`src/rtl/alu_arbiter_if.sv`:
```
// Bundle of requester, response and shared-ALU signals for alu_arbiter.
// slave : the arbiter side.  master : requesters plus the shared ALU.
interface alu_arbiter_if #(
  parameter int W = 32
);
  logic         req0_valid;
  logic         req1_valid;
  logic         req0_ready;
  logic         req1_ready;
  logic [W-1:0] req0_a;
  logic [W-1:0] req0_b;
  logic [W-1:0] req1_a;
  logic [W-1:0] req1_b;
  logic [3:0]   req0_ctr;
  logic [3:0]   req1_ctr;
  logic         resp0_valid;
  logic         resp1_valid;
  logic         resp0_ready;
  logic         resp1_ready;
  logic [W-1:0] resp_data;
  logic         resp_err;
  logic [W-1:0] alu_a;
  logic [W-1:0] alu_b;
  logic [3:0]   alu_ctr;
  logic [W-1:0] alu_res;

  modport slave (
    input  req0_valid, req1_valid, req0_a, req0_b, req1_a, req1_b,
           req0_ctr, req1_ctr, resp0_ready, resp1_ready, alu_res,
    output req0_ready, req1_ready, resp0_valid, resp1_valid,
           resp_data, resp_err, alu_a, alu_b, alu_ctr
  );

  modport master (
    output req0_valid, req1_valid, req0_a, req0_b, req1_a, req1_b,
           req0_ctr, req1_ctr, resp0_ready, resp1_ready, alu_res,
    input  req0_ready, req1_ready, resp0_valid, resp1_valid,
           resp_data, resp_err, alu_a, alu_b, alu_ctr
  );
endinterface

```
`src/rtl/alu_arbiter.sv`:
```
// Two-requester arbiter in front of one shared combinational ALU.
// IDLE grants (round-robin on contention), EXEC presents the latched
// operation to the ALU and captures its result, RESP holds the result
// until the owning requester consumes it.
module alu_arbiter #(
  parameter int W = 32
) (
  input  logic          clk,
  input  logic          rst_n,
  alu_arbiter_if.slave  bus
);

  typedef enum logic [1:0] {
    IDLE = 2'd0,
    EXEC = 2'd1,
    RESP = 2'd2
  } state_t;

  state_t       state_r;
  logic         rr_r;
  logic         id_r;
  logic [W-1:0] alu_a_r;
  logic [W-1:0] alu_b_r;
  logic [3:0]   alu_ctr_r;
  logic [W-1:0] resp_data_r;
  logic         resp_err_r;
  logic         grant0_s;
  logic         grant1_s;
  logic         resp_take_s;

  // Control codes the shared ALU implements.
  function automatic logic ctr_legal(input logic [3:0] ctr);
    logic ok;
    case (ctr)
      4'b0000, 4'b0001, 4'b0010, 4'b0110, 4'b0111,
      4'b1000, 4'b1010, 4'b1011, 4'b1100: ok = 1'b1;
      default:                             ok = 1'b0;
    endcase
    return ok;
  endfunction

  // Grant decision: only in IDLE and out of reset; rr breaks ties.
  always_comb begin
    grant0_s = 1'b0;
    grant1_s = 1'b0;
    if ((state_r == IDLE) && rst_n) begin
      if (bus.req0_valid && bus.req1_valid) begin
        if (rr_r) begin
          grant1_s = 1'b1;
        end else begin
          grant0_s = 1'b1;
        end
      end else if (bus.req0_valid) begin
        grant0_s = 1'b1;
      end else if (bus.req1_valid) begin
        grant1_s = 1'b1;
      end else begin
        grant0_s = 1'b0;
        grant1_s = 1'b0;
      end
    end else begin
      grant0_s = 1'b0;
      grant1_s = 1'b0;
    end
  end

  // The owner's resp_ready is the only one that can retire a response.
  always_comb begin
    resp_take_s = 1'b0;
    if (id_r) begin
      resp_take_s = bus.resp1_ready;
    end else begin
      resp_take_s = bus.resp0_ready;
    end
  end

  // Main FSM: accept, execute on the shared ALU, hold the response.
  always_ff @(posedge clk or negedge rst_n) begin
    if (!rst_n) begin
      state_r     <= IDLE;
      rr_r        <= 1'b0;
      id_r        <= 1'b0;
      alu_a_r     <= {W{1'b0}};
      alu_b_r     <= {W{1'b0}};
      alu_ctr_r   <= 4'b0000;
      resp_data_r <= {W{1'b0}};
      resp_err_r  <= 1'b0;
    end else begin
      case (state_r)
        IDLE: begin
          if (grant0_s || grant1_s) begin
            id_r      <= grant1_s;
            alu_a_r   <= grant1_s ? bus.req1_a   : bus.req0_a;
            alu_b_r   <= grant1_s ? bus.req1_b   : bus.req0_b;
            alu_ctr_r <= grant1_s ? bus.req1_ctr : bus.req0_ctr;
            rr_r      <= grant0_s;
            state_r   <= EXEC;
          end
        end
        EXEC: begin
          if (ctr_legal(alu_ctr_r)) begin
            resp_data_r <= bus.alu_res;
            resp_err_r  <= 1'b0;
          end else begin
            resp_data_r <= {W{1'b0}};
            resp_err_r  <= 1'b1;
          end
          state_r <= RESP;
        end
        RESP: begin
          if (resp_take_s) begin
            state_r <= IDLE;
          end
        end
        default: begin
          state_r <= IDLE;
        end
      endcase
    end
  end

  assign bus.req0_ready  = grant0_s;
  assign bus.req1_ready  = grant1_s;
  assign bus.resp0_valid = (state_r == RESP) && !id_r;
  assign bus.resp1_valid = (state_r == RESP) &&  id_r;
  assign bus.resp_data   = resp_data_r;
  assign bus.resp_err    = resp_err_r;
  assign bus.alu_a       = alu_a_r;
  assign bus.alu_b       = alu_b_r;
  assign bus.alu_ctr     = alu_ctr_r;

endmodule

```
`src/flat_wrapper.sv`:
```
// flat-port wrapper written by rule: the top's interface ports become plain ports
module alu_arbiter_flat 
#(
  parameter int W = 32
)
  (clk, rst_n, bus_req0_valid, bus_req1_valid, bus_req0_a, bus_req0_b, bus_req1_a, bus_req1_b, bus_req0_ctr, bus_req1_ctr, bus_resp0_ready, bus_resp1_ready, bus_alu_res, bus_req0_ready, bus_req1_ready, bus_resp0_valid, bus_resp1_valid, bus_resp_data, bus_resp_err, bus_alu_a, bus_alu_b, bus_alu_ctr);
  alu_arbiter_if #(.W(W)) bus_i ();
  input  logic clk;
  input  logic rst_n;
  input wire logic [$bits(bus_i.req0_valid)-1:0] bus_req0_valid;
  input wire logic [$bits(bus_i.req1_valid)-1:0] bus_req1_valid;
  input wire logic [$bits(bus_i.req0_a)-1:0] bus_req0_a;
  input wire logic [$bits(bus_i.req0_b)-1:0] bus_req0_b;
  input wire logic [$bits(bus_i.req1_a)-1:0] bus_req1_a;
  input wire logic [$bits(bus_i.req1_b)-1:0] bus_req1_b;
  input wire logic [$bits(bus_i.req0_ctr)-1:0] bus_req0_ctr;
  input wire logic [$bits(bus_i.req1_ctr)-1:0] bus_req1_ctr;
  input wire logic [$bits(bus_i.resp0_ready)-1:0] bus_resp0_ready;
  input wire logic [$bits(bus_i.resp1_ready)-1:0] bus_resp1_ready;
  input wire logic [$bits(bus_i.alu_res)-1:0] bus_alu_res;
  output wire logic [$bits(bus_i.req0_ready)-1:0] bus_req0_ready;
  output wire logic [$bits(bus_i.req1_ready)-1:0] bus_req1_ready;
  output wire logic [$bits(bus_i.resp0_valid)-1:0] bus_resp0_valid;
  output wire logic [$bits(bus_i.resp1_valid)-1:0] bus_resp1_valid;
  output wire logic [$bits(bus_i.resp_data)-1:0] bus_resp_data;
  output wire logic [$bits(bus_i.resp_err)-1:0] bus_resp_err;
  output wire logic [$bits(bus_i.alu_a)-1:0] bus_alu_a;
  output wire logic [$bits(bus_i.alu_b)-1:0] bus_alu_b;
  output wire logic [$bits(bus_i.alu_ctr)-1:0] bus_alu_ctr;
  assign bus_i.req0_valid = bus_req0_valid;
  assign bus_i.req1_valid = bus_req1_valid;
  assign bus_i.req0_a = bus_req0_a;
  assign bus_i.req0_b = bus_req0_b;
  assign bus_i.req1_a = bus_req1_a;
  assign bus_i.req1_b = bus_req1_b;
  assign bus_i.req0_ctr = bus_req0_ctr;
  assign bus_i.req1_ctr = bus_req1_ctr;
  assign bus_i.resp0_ready = bus_resp0_ready;
  assign bus_i.resp1_ready = bus_resp1_ready;
  assign bus_i.alu_res = bus_alu_res;
  assign bus_req0_ready = bus_i.req0_ready;
  assign bus_req1_ready = bus_i.req1_ready;
  assign bus_resp0_valid = bus_i.resp0_valid;
  assign bus_resp1_valid = bus_i.resp1_valid;
  assign bus_resp_data = bus_i.resp_data;
  assign bus_resp_err = bus_i.resp_err;
  assign bus_alu_a = bus_i.alu_a;
  assign bus_alu_b = bus_i.alu_b;
  assign bus_alu_ctr = bus_i.alu_ctr;
  alu_arbiter #(.W(W)) u_core (.clk(clk), .rst_n(rst_n), .bus(bus_i));
endmodule
```
`config.mk`:
```
export PLATFORM = sky130hd
export DESIGN_NAME = alu_arbiter_flat
export DESIGN_NICKNAME = d
export VERILOG_FILES = /design/src/rtl/alu_arbiter_if.sv /design/src/rtl/alu_arbiter.sv /design/src/flat_wrapper.sv
export SDC_FILE = /design/constraint.sdc
export NUM_CORES = 1
export LEC_CHECK = 0
export CORE_AREA = 2 2 115 117
export DETAILED_ROUTE_END_ITERATION = 6
export DIE_AREA = 0 0 117 119
export MAX_ROUTING_LAYER = met4
export PLACE_DENSITY = 0.88
export SYNTH_ARGS = -nofsm -noshare
export SYNTH_HDL_FRONTEND = slang
export SYNTH_SLANG_ARGS = --single-unit
```
`constraint.sdc`:
```
create_clock -name clk -period 2 [get_ports clk]
set_input_delay 0.5 -clock clk [delete_from_list [all_inputs] [get_ports clk]]
set_output_delay 0.5 -clock clk [all_outputs]
set_load 0.05 [all_outputs]
```
# [Word-level counts from Yosys, hierarchy flattened]
# Memories as Yosys holds them, arrays and structs flattened.
# Index checks and enable logic that the tools add are counted.
[totals] ff_bits=105 rom_bits=16 input_bits=174 out_inout_bits=105 word_cells=41 memories=1
[memory_table] memory="(name not given)" depth=16 word_bits=1 read_ports=1 rd_ports_with_merged_regs=0 wr=0 line_no="alu_arbiter.sv:34" text="case (ctr)"
[classes] n_eq_ne=4 muxes=19 n_reduce_logical=9
[op_table] operator="2-to-1 mux 32 bit" count=3
[op_table] operator="2-to-1 mux 1 bit" count=12
[op_table] operator="case mux 2 bit (3 select lines)" count=1
[op_table] operator="logical AND 1 bit" count=4
[op_table] operator="2-to-1 mux 2 bit" count=2
[op_table] operator="2-to-1 mux 4 bit" count=1
[op_table] operator="AND reduction 2 bit" count=2
[op_table] operator="equality test 2 x 1 -> 1 bit, second input constant" count=1
[op_table] operator="equality test 2 bit, second input constant" count=1
[op_table] operator="logical NOT 2 bit" count=1
[op_table] operator="inequality test 2 x 1 -> 1 bit, second input constant" count=1
[op_table] operator="inequality test 2 bit, second input constant" count=1
[op_table] operator="logical NOT 1 bit" count=1
[op_table] operator="logical OR 1 bit" count=1

# [Depth between registers and ports, before layout]
[depth] ltp_word=7 ltp_mapped=7

# [Worst setup path after synthesis]
# Ideal clock, no wire load.
[synth_timing] kind="input-to-output" startpoint="input port bus_req1_valid" endpoint="output port bus_req0_ready" arrival_time_ns=1.663 slack_ns=-0.163 stages=4 path_buffers=2 cell_sequence="buf_2 > a21boi_1 > clkbuf_1 > and2_1"
[synth_between] elab_chain_len=3
[synth_rtl] item="start, declared" line_no="flat_wrapper.sv:11" text="input wire logic [$bits(bus_i.req1_valid)-1:0] bus_req1_valid;"
[synth_rtl] item="logical AND 1 bit" line_no="alu_arbiter.sv:47" text="if (bus.req0_valid && bus.req1_valid) begin"
[synth_rtl] item="2-to-1 mux 1 bit" line_no="alu_arbiter.sv:47"
[synth_rtl] item="2-to-1 mux 1 bit" line_no="alu_arbiter.sv:46" text="if ((state_r == IDLE) && rst_n) begin"
[synth_rtl] item="end, declared" line_no="flat_wrapper.sv:21" text="output wire logic [$bits(bus_i.req0_ready)-1:0] bus_req0_ready;"
# Every way passes these cells.

# [Final worst setup path]
[layout_timing] startpoint="register u_core.state_r[1]" endpoint="output port bus_req0_ready"
[layout_between] elab_chain_len=3
[layout_rtl] item="start, declared" line_no="alu_arbiter.sv:19" text="state_t state_r;"
[layout_rtl] item="start signal, assigned" line_no="alu_arbiter.sv:80" text="state_r <= IDLE;"
[layout_rtl] item="start signal, assigned" line_no="alu_arbiter.sv:97" text="state_r <= EXEC;"
[layout_rtl] item="start signal, assigned" line_no="alu_arbiter.sv:108" text="state_r <= RESP;"
[layout_rtl] item="logical NOT 2 bit" line_no="alu_arbiter.sv:46"
[layout_rtl] item="logical AND 1 bit" line_no="alu_arbiter.sv:46"
[layout_rtl] item="2-to-1 mux 1 bit" line_no="alu_arbiter.sv:46"
# Every way passes these cells.

==> flow_summary_export.csv <==
group,metric,value,unit
global_routing,grt_pass1_wl,24250,um
layout,area.growth.synth_to_final,67.56,%
synth,ys_warn_count,0,
layout,nNetsFinal,833,
floorplanning,die_area,13920,um2
sta,setup_viol,0,
synth,synthDistinctLibCells,30,
synth,synth_largest_area_cell,"dfrtp_1",
worst_setup_path,path_max_fanout,3,
layout,fillers,1021,
sta,fin_tns_setup,0,ns
outcome,outcome,"finished, final reports clean",
placed_design,numPortBuffers,278,
floorplanning,io_pins,279,
global_routing,grt_pass1_vias,4776,
routing,initialDrtViolationCount,345,
placed_design,place_area,7579,um2
layout,n_antenna_cell,0,
routing,drc,0,
routing,ant_nets,0,
routing,avgViaCountPerCell,5.477,
synth,ys_ff_latch,105,
synth,synth-edff-count,0,
clock_tree,clkSinkCount,105,
synth,avgSynthCellArea,12.00,um2
sta,slew_headroom,0.4389,
worst_setup_path,crit_chain,"nor3b_4 -> buf_6 -> and2_4 -> buf_12",
synth,synthCells,392,
floorplanning,fp.dieW,117,um
worst_setup_path,cp.required,1.50,ns
synth,syn_area,4706,um2
clock_tree,numCtsBuffers,9,
routing,firstDrtPassIters,5,
global_routing,grt_overflow,0,
sta,hold_viol,0,
sta,rsz0062_at_grt,"true",
sta,tightestPinTransition,0.8417,ns
sta,layout_min_cycle_time,1.974,ns
worst_setup_path,critPathMaxStageDelay,0.41,ns
pwr,p_leak,3.777,nW
worst_setup_path,crit_path_top_delay_cell,"dfrtp_1",
layout,final_cell_mix,"clkdlybuf4s50_1 (170), dfrtp_1 (105), buf_4 (82)",
sta,whs,0.2375,ns
clock_tree,cts.path.max_buffers,2,
clock_tree,root_buffer,"clkbuf_16",
layout,final_area,7885,um2
layout,layout-drive-gt1-share,0.1762,
sta,finalMaxSlewViolations,0,
worst_setup_path,rr_worst_depth,6,
sta,fin_skew,0.009424,ns
worst_setup_path,reg2reg_slack,0.29,ns
synth,ys_seq_area_frac,0.5584,
placed_design,routabilityCongestion,0.8454,
synth,synth_area_leaders,"dfrtp_1 (56%), a221o_1 (11%), and3_1 (7.0%)",
routing,num_vias,4601,
clock_tree,clk_pin_slew,0.07,ns
synth,async_reset_ff_frac,1.000,
pwr,ir_drop,0.0008753,V
layout,utilization,0.6124,
clock_tree,tritoncts,"done",
worst_setup_path,timing.rr.start,"u_core.state_r[1]",
worst_setup_path,timing.rr.end,"u_core.bus.alu_b[21]",
pwr,cellPowerDensity,1671,nW/um2
clock_tree,insertion_delay,0.33,ns
synth,synth_nets,566,
worst_hold_path,hold_class,"in2async",
synth,synth_ff_type,"dfrtp_1",
worst_setup_path,path_class,"reg2out",
job,cap_violations,0,
global_routing,grt_start_max_net_pins,67,
floorplanning,initial_core_util,0.3655,
routing,wl_per_cell,18.62,um
sta,fmax,0.5067,GHz
layout,final_common_cell,"clkdlybuf4s50_1",
routing,finalWirelength,15640,um
global_routing,grt.total_usage,0.2266,
sta,min_period_over_period,0.9868,
synth,synth_top_area_frac,0.5584,
floorplanning,fp.dieH,119,um
placed_design,dp_hpwl,11640,um
worst_setup_path,critPathLaunchType,"flip-flop",
worst_setup_path,arrival,1.47,ns
global_routing,antenna_found_initial,0,
floorplanning,core,12870,um2
clock_tree,h-tree-depth,3,
worst_setup_path,critPathCaptureType,"output port",
floorplanning,core.rowCount,42,
==> power breakdown <==
group	total [mW]	internal, mW	switching, mW
Sequential	3.78	3.10	0.674
Clock	1.67	0.889	0.777
Combinational	7.74	2.71	5.03
Total	13.2	6.70	6.48
==> how the worst max path moves through the flow <==
stage / start / end / slack [ns] / cells past startpoint
CTS: u_core.state_r[0] / bus_req0_ready / -0.03 / 4
detailed placement: bus_req0_valid / bus_req0_ready / -0.12 / 4
global route: u_core.state_r[1] / bus_req0_ready / -0.05 / 4
finish: u_core.state_r[1] / bus_req0_ready / 0.03 / 4
floorplan: bus_req1_valid / bus_req0_ready / 0.03 / 4
global placement: bus_req0_valid / bus_req0_ready / -0.08 / 4
==> synthesized netlist by cell type (all sizes together) (2+ instances only) <==
library cell / number
a21oi: 2
and3: 53
nand2: 17
o22a: 16
nor2b: 3
a221o: 52
clkbuf: 20
buf: 26
dfrtp: 105
nor3b: 2
o211ai: 16
a32o: 32
nand2b: 3
a31oi: 16
a21o: 2
o21ai: 2
nor2: 2
inv: 18
==> worst max-delay path, delay by kind of cell, from the launching register on <==
family | cells | cell delay [ns]
buffers and inverters | 2 | 0.28
and+or+nand+nor | 2 | 0.45
DFF | 1 | 0.41
==> state kept, by name, indices dropped and copies added (netlist names) <==
signal                cells
u_core.bus.alu_a         32
u_core.bus.alu_b         32
u_core.bus.resp_data     32
u_core.bus.alu_ctr        4
u_core.state_r            2
u_core.bus.resp_err       1
u_core.id_r               1
u_core.rr_r               1
==> what timing repair did <==
action                                  CTS  global route
hold buffers                              0             0
endpoints found under the setup margin   28            14
resized for setup                        30            12
pin swaps                                 2             2
setup buffers                             1             2
==> cells by family after synthesis <==
| logic type | Yosys count | share of synthesized area |
|---|---|---|
| flops | 105 | 0.5584 |
| xor+xnor | 1 | 0.001862 |
| buf+inv | 64 | 0.06727 |
| mux | 1 | 0.002393 |
| simple gates | 82 | 0.1050 |
| compound gates | 139 | 0.2651 |
==> per-layer routing <==
metal,global-route usage,up-vias,part of all wire
met2,0.3866,247,0.51
met5,-,-,0
met1,0.2636,2253,0.39
li1,-,2073,-
met3,0.05191,28,0.080
met4,0.07059,0,0.025
==> layout make-up <==
type / instances / area (um2) / area share
repair buffers: 302 / 2904 / 0.3683
clock buffers: 11 / 242.7 / 0.03078
well taps: 176 / 220.2 / 0.02793
inverters: 18 / 67.56 / 0.008569
multi-input cells: 223 / 1784 / 0.2263
clock inverters: 5 / 38.79 / 0.004919
flip-flops and latches: 105 / 2628 / 0.3332
==> through the flow <==
| step | total power, mW | setup WS (ns) | cells |
|---|---|---|---|
| after global routing | 13.77 | -0.04793 | 840 |
| after detailed placement | 11.72 | -0.1212 | 821 |
| after global placement | 11.53 | -0.07637 | 821 |
| after CTS | 13.26 | -0.03147 | 838 |
| final | 13.18 | 0.02635 | 840 |
| after floorplan | 8.856 | 0.03330 | 392 |
(Power assumes the default switching activity.)
==> patch (same settings) <==
`W` is set to 32 in 3 places; all go to 40.
--- a/src/rtl/alu_arbiter_if.sv
+++ b/src/rtl/alu_arbiter_if.sv
@@ -3,3 +3,3 @@
 interface alu_arbiter_if #(
-  parameter int W = 32
+  parameter int W = 40
 );
--- a/src/rtl/alu_arbiter.sv
+++ b/src/rtl/alu_arbiter.sv
@@ -5,3 +5,3 @@
 module alu_arbiter #(
-  parameter int W = 32
+  parameter int W = 40
 ) (
--- a/src/flat_wrapper.sv
+++ b/src/flat_wrapper.sv
@@ -3,3 +3,3 @@
 #(
-  parameter int W = 32
+  parameter int W = 40
 )
Ports: changed (8 resized); port bits go from 279 to 343. No check against the original RTL was run, so the function may have changed too.
==> patch against the unedited design <==
The run now ends with setup timing left. Register-to-register slack worse by 160 ps. Power up 35%. Area after synthesis up 23%. Routed wire length up 34%. Sequential cell count up 24. Count of clock-buffer cells in the layout up 8. Final area up 26%. Setup slack worse by 95 ps. First-iteration DRC count up 49%. Largest cell class unchanged. Largest power group unchanged.
==> patch: results (changes against the unedited design) <==
* Status: finished with violations
* Violated checks: setup timing
* Reg2Reg Depth at 7 (+1)
* Htree depth at 4 (+1)
* GPL Wtd Cong at 0.973 (+15%)
* Commonest cells post-synth: 129 x dfrtp_1, 64 x and3_1, 63 x a221o_1
* Grt met2 use at 51.4% (+13 points)
* Multiplexer share of the synthesized area at 0.195% (-0.044 points)
* Compound-Gate Fraction of Synth Area at 26.9% (+0.34 points)
* Syn Area/Cell at 12.0 um^2 (-0.23%)
* Synth cell types at 28 (-6.7%)
* Met1 usage at 34.8% (+8.4 points)
* Worst IR Drop VDD at 0.00108 V (+24%)
* NetSw at 8300 uW (+28%)
* RR Endpoint: u_core.bus.alu_b[18]$_DFFE_PN0P_
* CP endpoint: bus_req1_ready
* Layout cells sized above 1 at 19.2% (+1.6 points)
* Final clock skew at 7.68 ps (-1.75 ps)
* Vias at 5836 (+27%)
* Synth area leaders: dfrtp_1 56%, a221o_1 11%, a32o_1 6.9%, and3_1 6.9%, o22a_1 3.2%
* Setup Fix Bufs, Post-CTS at 3 (+2)
* Met2 WL at 10600 um (+34%)
* Sequential area share after synthesis at 55.9% (+0.081 points)
* Total clock buffers created by CTS at 17 (+8)
* Combinational fraction of design power at 53.9% (-4.8 points)
* Leakage at 0.00467 uW (+24%)
* Initial detailed-routing violation count at 515 (+49%)
* Critical Path AT at 1570 ps (+100 ps)
* Cell count after placement at 969 (+18%)
* Drt pass-1 iters at 6 (+1)
* Final worst slack at -68.2 ps (-94.6 ps)
* Filler cells at 820 (-20%)
* Crit path launch: u_core.state_r[0]$_DFFE_PN0P_
* Worst reg2reg setup slack at 130 ps (-160 ps)
* Number of port buffers at 342 (+23%)
* Final setup vio count at 2 (+2)
* Dpl cell area at 9230 um^2 (+22%)
* Met3 WL post-DR at 1660 um (+33%)
* Worst slew margin at 51.9% (+8.0 points)
* Post-Layout Cell Count at 1008 (+20%)
* Largest net degree at the start of global routing at 130 (+94%)
* First-pass GRT wire length at 32300 um (+33%)
==> patch: power by group through the flow <==
stage	clock [uW]	sequential, uW	combinational (uW)
global route	3730	4760	9980
CTS	3590	4630	9570
detailed placement	0	4610	9770
finish	3560	4640	9590
floorplan	0	8570	2320
global placement	0	4580	9570
==> patch: per-stage QoR <==
stage	hold slack (ps)	TNS [ps]	setup slack [ps]	utilization, %
after global routing	281	-232	-150	77.1
after detailed placement	481	-6930	-135	71.7
after floorplan	204	0	29.3	-
after CTS	244	-212	-138	76.8
final	165	-80.4	-68.2	77.1
after global placement	474	-4070	-106	71.7
==> patch: final cells by class <==
cell class / count / area [um^2] / area share [%]
Timing Repair Buffer: 375 / 3530 / 35.6
Multi-Input combinational cell: 273 / 2170 / 21.9
Tap cell: 176 / 220 / 2.22
Clock inverter: 13 / 231 / 2.33
Inverter: 23 / 86.3 / 0.870
Sequential cell: 129 / 3230 / 32.5
Clock buffer: 19 / 453 / 4.56
